File: config.mk
export PLATFORM = sky130hd
export DESIGN_NAME = int2float_sched
export DESIGN_NICKNAME = d
export VERILOG_FILES = /design/src/rtl/int2float_sched.sv
export SDC_FILE = /design/constraint.sdc
export NUM_CORES = 1
export LEC_CHECK = 0
export CORE_AREA = 2 2 80 120
export CTS_CLUSTER_DIAMETER = 200
export DETAILED_ROUTE_END_ITERATION = 7
export DIE_AREA = 0 0 82 122
export SLEW_MARGIN = 20
export SYNTH_ARGS = -nofsm -noshare
export SYNTH_HDL_FRONTEND = slang
export SYNTH_SLANG_ARGS = --single-unit
File: constraint.sdc
create_clock -name i_clock -period 1.7 [get_ports i_clock]
set_input_delay 0.17 -clock i_clock [delete_from_list [all_inputs] [get_ports i_clock]]
set_output_delay 0.17 -clock i_clock [all_outputs]
set_load 0.005 [all_outputs]
File: src/rtl/int2float_sched.sv
// Round-robin scheduler sharing one external int2float converter among NREQ
// requesters: S1 registers the operand, S2 captures M/E with the source ID.
module int2float_sched #(
    parameter int NREQ = 4,
    parameter int IDW  = 2,
    parameter int CNTW = 16
) (
    input  logic                 i_clock,
    input  logic                 i_reset,
    input  logic [NREQ-1:0]      i_req_valid,
    input  logic [NREQ*11-1:0]   i_req_data,
    output logic [NREQ-1:0]      o_req_ready,
    output logic [10:0]          o_conv_b,
    input  logic [3:0]           i_conv_m,
    input  logic [2:0]           i_conv_e,
    output logic                 o_out_valid,
    input  logic                 i_out_ready,
    output logic [3:0]           o_out_m,
    output logic [2:0]           o_out_e,
    output logic [IDW-1:0]       o_out_id,
    output logic                 o_busy,
    output logic [CNTW-1:0]      o_conv_count
);

    logic [10:0]     r_conv_b;
    logic [IDW-1:0]  r_s1_id;
    logic            r_s1_valid;
    logic [IDW-1:0]  r_rr;
    logic            r_out_valid;
    logic [3:0]      r_out_m;
    logic [2:0]      r_out_e;
    logic [IDW-1:0]  r_out_id;
    logic [CNTW-1:0] r_count;

    logic [10:0]     w_ops [NREQ];
    logic            w_grant_found;
    logic [IDW-1:0]  w_grant_idx;
    logic [IDW-1:0]  w_rr_next;
    logic            w_s2_free;
    logic            w_s1_adv;
    logic            w_s1_free;
    logic            w_accept;
    logic            w_pop;
    int              w_try;

    always_comb begin
        for (int i = 0; i < NREQ; i++) begin
            w_ops[i] = i_req_data[11*i +: 11];
        end
    end

    // NOTE: every variable gets a default before the search loop so the block
    // stays purely combinational even when no requester is valid.
    always_comb begin
        w_grant_found = 1'b0;
        w_grant_idx   = '0;
        w_try         = 0;
        for (int k = 0; k < NREQ; k++) begin
            w_try = int'(r_rr) + k;
            if (w_try >= NREQ) w_try = w_try - NREQ;
            if (!w_grant_found && i_req_valid[IDW'(w_try)]) begin
                w_grant_found = 1'b1;
                w_grant_idx   = IDW'(w_try);
            end
        end
    end

    assign w_s2_free = !r_out_valid | i_out_ready;
    assign w_s1_adv  = r_s1_valid & w_s2_free;
    assign w_s1_free = !r_s1_valid | w_s1_adv;
    assign w_accept  = w_grant_found & w_s1_free & !i_reset;
    assign w_pop     = r_out_valid & i_out_ready;
    // Explicit wrap keeps rr inside 0..NREQ-1 when NREQ is not a power of 2.
    assign w_rr_next = (w_grant_idx == IDW'(NREQ-1)) ? '0 : w_grant_idx + 1'b1;

    assign o_req_ready = w_accept ? (NREQ'(1) << w_grant_idx) : '0;

    // NOTE: state registers use non-blocking assignments so every register
    // samples the pre-edge values of the others, independent of statement order.
    always_ff @(posedge i_clock) begin
        if (i_reset) begin
            r_conv_b    <= '0;
            r_s1_id     <= '0;
            r_s1_valid  <= 1'b0;
            r_rr        <= '0;
            r_out_valid <= 1'b0;
            r_out_m     <= '0;
            r_out_e     <= '0;
            r_out_id    <= '0;
            r_count     <= '0;
        end else begin
            if (w_accept) begin
                r_conv_b   <= w_ops[w_grant_idx];
                r_s1_id    <= w_grant_idx;
                r_s1_valid <= 1'b1;
                r_rr       <= w_rr_next;
            end else if (w_s1_adv) begin
                r_s1_valid <= 1'b0;
            end

            if (w_s1_adv) begin
                r_out_m     <= i_conv_m;
                r_out_e     <= i_conv_e;
                r_out_id    <= r_s1_id;
                r_out_valid <= 1'b1;
            end else if (w_pop) begin
                r_out_valid <= 1'b0;
            end

            if (w_pop && (r_count != '1)) begin
                r_count <= r_count + 1'b1;
            end
        end
    end

    assign o_conv_b     = r_conv_b;
    assign o_out_valid  = r_out_valid;
    assign o_out_m      = r_out_m;
    assign o_out_e      = r_out_e;
    assign o_out_id     = r_out_id;
    assign o_busy       = r_s1_valid | r_out_valid;
    assign o_conv_count = r_count;

endmodule

==> results.yml <==
status:
  outcome: "finished with violations"
  violations: "negative setup slack"
sta:
  hold_slack_ns: 0.463
  skew_ns: 0.00218
  rsz0062_at_grt: "yes"
  final.setup.worst_slack_ns: -0.199
  drv_slew: 0
  finalCritPeriodShare_pct: 112
  hold_violations: 0
  setup_viol: 4
  min_period_ns: 1.90
  fmax_ghz: 0.527
  tightest_slew_ns: 0.391
  slew_headroom_pct: 73.7
setup_path:
  start_kind: "flip-flop"
  path_class: "reg -> out"
  arrival_ns: 1.73
  cp.required_ns: 1.53
  crit_chain: "inv_2 > or3_4 > o221ai_4 > inv_2 > buf_6 > ha_4 > and2_4 > buf_6"
  path_max_fanout: 3
  slowest_delay_ns: 0.40
  path_depth: 8
  r2r_cells: 9
  crit_family: "simple AND/OR/NAND/NOR gates"
  worst-path-buf-inv: 4
  slowest_stage: "or3_4"
  end_kind: "output pin"
drt:
  routedWlPerCell_um: 13.9
  antenna_left: 0
  drt-vias-per-instance: 4.65
  wl_mm: 6.77
  drc: 0
  vias: 2261
  first_iter_violations: 29
  drtPass1Iterations: 4
synth:
  synth-main-ff-cell: "dfxtp_1"
  synth_compound_area_share_pct: 9.49
  synth_cell_type_count: 41
  synth_top_family_by_area: "simple AND/OR/NAND/NOR gates"
  yosysWarnings: 0
  ys_ff_latch: 42
  postSynthAreaPerCell_um2: 9.34
  synth-adder-area-share_pct: 1.15
  ys_async_sr_fraction_pct: 0
  syn-cell-area_um2: 2180
  netlist_instances: 233
  synth-simple-area-share_pct: 25.2
  synth_edf_count: 0
  muxShareOfSynthArea_pct: 14.3
  synth_xor_area_share_pct: 5.64
  syn_nets: 293
  seq_area_frac_synth_pct: 38.6
placement:
  placed_cell_area_um2: 3520
  placed_cells: 471
  dpl.hpwl_mm: 4.93
  place_congestion: 0.732
  portBuffers: 99
clocking:
  cts.path.max_buffers: 2
  clk_pin_slew_ns: 0.06
  clk_latency_ns: 0.28
  cts-root-buf: "clkbuf_16"
  cts_tree: "yes"
  cts.sinks: 42
  cts-buffers-inserted: 5
  htree_levels: 2
power_and_ir_drop:
  intPower_w: 0.00258
  p_sw_share_pct: 26.7
  combPwrFrac_pct: 35.7
  seqPwrFrac_pct: 33.1
  power_leakage_nw: 1.56
  p_sw_w: 0.000941
  cellPowerDensity_nw_per_um2: 910
  peakVddDrop_v: 0.000486
  clkPwrFrac_pct: 31.2
layout:
  drive_above_1_share_pct: 24.9
  final_cells: 486
  syn2layout_area_growth_pct: 78.0
  design_area_um2: 3870
  nets: 434
  final_util_pct: 42.9
  diodes: 0
  final_common_cell: "clkdlybuf4s50_1"
  final_cell_mix: "89 x clkdlybuf4s50_1, 41 x buf_4, 40 x dfxtp_1"
global_routing:
  met2_usage_pct: 25.6
  globalRoute.busiestLayer: "met2"
  grt_pass1_vias: 2239
  overflow: 0
  grt_first_pass_wirelength_mm: 10.6
  grt.total_usage_pct: 13.6
  grt_util_met3_pct: 3.63
  grt_max_degree: 36
  antenna_found_initial: 0
  grtUsageMet1_pct: 13.9
hold_path:
  holdCritPathClass: "reg -> reg"
  hold_path_depth: 2
die:
  coreArea_um2: 9040
  num_rows: 43
  die_w_um: 82
  die-height_um: 122
  dieArea_um2: 10000
  initial_core_util_pct: 24.1
  pin_count: 100
job:
  max_cap_viol_count: 0
-- worst reg2reg max path: cells and delay by family (launching register included) --
family          cells  cell delay, ns
buf+inv             5            0.50
compound gates      2            0.19
simple gates        2            0.46
flops               1            0.35
-- synthesized netlist by cell type, types with 3 or more instances --
library cell | instances | area [um2]
dfxtp_1 | 42 | 841
mux2i_1 | 31 | 310
nor2_1 | 28 | 105
nand2_1 | 19 | 71.3
xnor2_1 | 14 | 123
o221ai_1 | 12 | 105
inv_1 | 6 | 22.5
nand3b_1 | 6 | 45.0
a21oi_1 | 5 | 25.0
and4_1 | 5 | 43.8
buf_4 | 5 | 37.5
nor3_2 | 5 | 50.1
o21ai_0 | 5 | 25.0
nand4_1 | 4 | 25.0
clkbuf_1 | 3 | 11.3
nand3_1 | 3 | 15.0
nor2b_1 | 3 | 18.8
nor4_1 | 3 | 18.8
-- stage by stage --
stage / TNS [ns] / total power (W) / setup WS [ns]
floorplan: 0 / 0.00165 / 0.102
global placement: -8.06 / 0.00222 / -0.622
detailed placement: -8.29 / 0.00223 / -0.628
CTS: -0.450 / 0.00345 / -0.194
global route: -0.927 / 0.00370 / -0.244
finish: -0.601 / 0.00352 / -0.199
-- state kept, by name, indices dropped and copies added, names as in the netlist --
name / cells
r_rr: 2
r_s1_valid: 1
r_s1_id: 2
o_conv_b: 11
o_out_id: 2
o_conv_count: 16
o_out_m: 4
o_out_e: 3
o_out_valid: 1
-- metal layers --
| metal | up-vias | routed length [um] |
|---|---|---|
| li1 | 1116 | - |
| met2 | 87 | 3640 |
| met4 | 0 | 122 |
| met5 | - | 0 |
| met3 | 11 | 398 |
| met1 | 1047 | 2620 |
-- power by group through the flow --
| stage | registers (W) | logic, W | clock network [W] |
|---|---|---|---|
| floorplan | 0.00118 | 0.000469 | 0 |
| global placement | 0.00118 | 0.00104 | 0 |
| detailed placement | 0.00118 | 0.00105 | 0 |
| CTS | 0.00116 | 0.00114 | 0.00115 |
| global route | 0.00118 | 0.00135 | 0.00117 |
| finish | 0.00117 | 0.00126 | 0.00110 |
-- final timing paths --
check	start	end	slack, ns
worst max register to register	r_rr[0]	o_conv_b[2]	0.08
worst max-delay path	r_rr[0]	o_req_ready[3]	-0.20
worst min-delay path	r_s1_id[1]	r_s1_id[1]	0.46
worst min register to register	r_s1_id[1]	r_s1_id[1]	0.46
-- final cells by class --
type / count / area [um2]
well taps: 112 / 140
flip-flops and latches: 42 / 843
clock buffers: 6 / 139
fillers: 931 / 5160
clock inverters: 1 / 30.0
inverters: 7 / 26.3
multi-input cells: 172 / 1310
repair buffers: 146 / 1380
-- repair_timing --
item,4_1_cts,5_1_grt
setup endpoints to repair,17,18
hold buffers,0,0
resized for setup,40,14
buffers inserted,6,1
endpoints found under the hold margin,0,0
pin swaps,6,1
gates cloned,0,2
-- logic make-up (layout without fill, tap and decap cells) --
family                   after synthesis  after routing
AND/OR/NAND/NOR                       96             97
flip-flops                            42             42
multiplexers                          31             31
AO/OA/AOI/OAI                         28             28
buffers and inverters                 20            160
XOR/XNOR                              14             14
adder cells (fa/ha/maj)                2              2
Note: power is estimated with default switching activity, not from simulation.
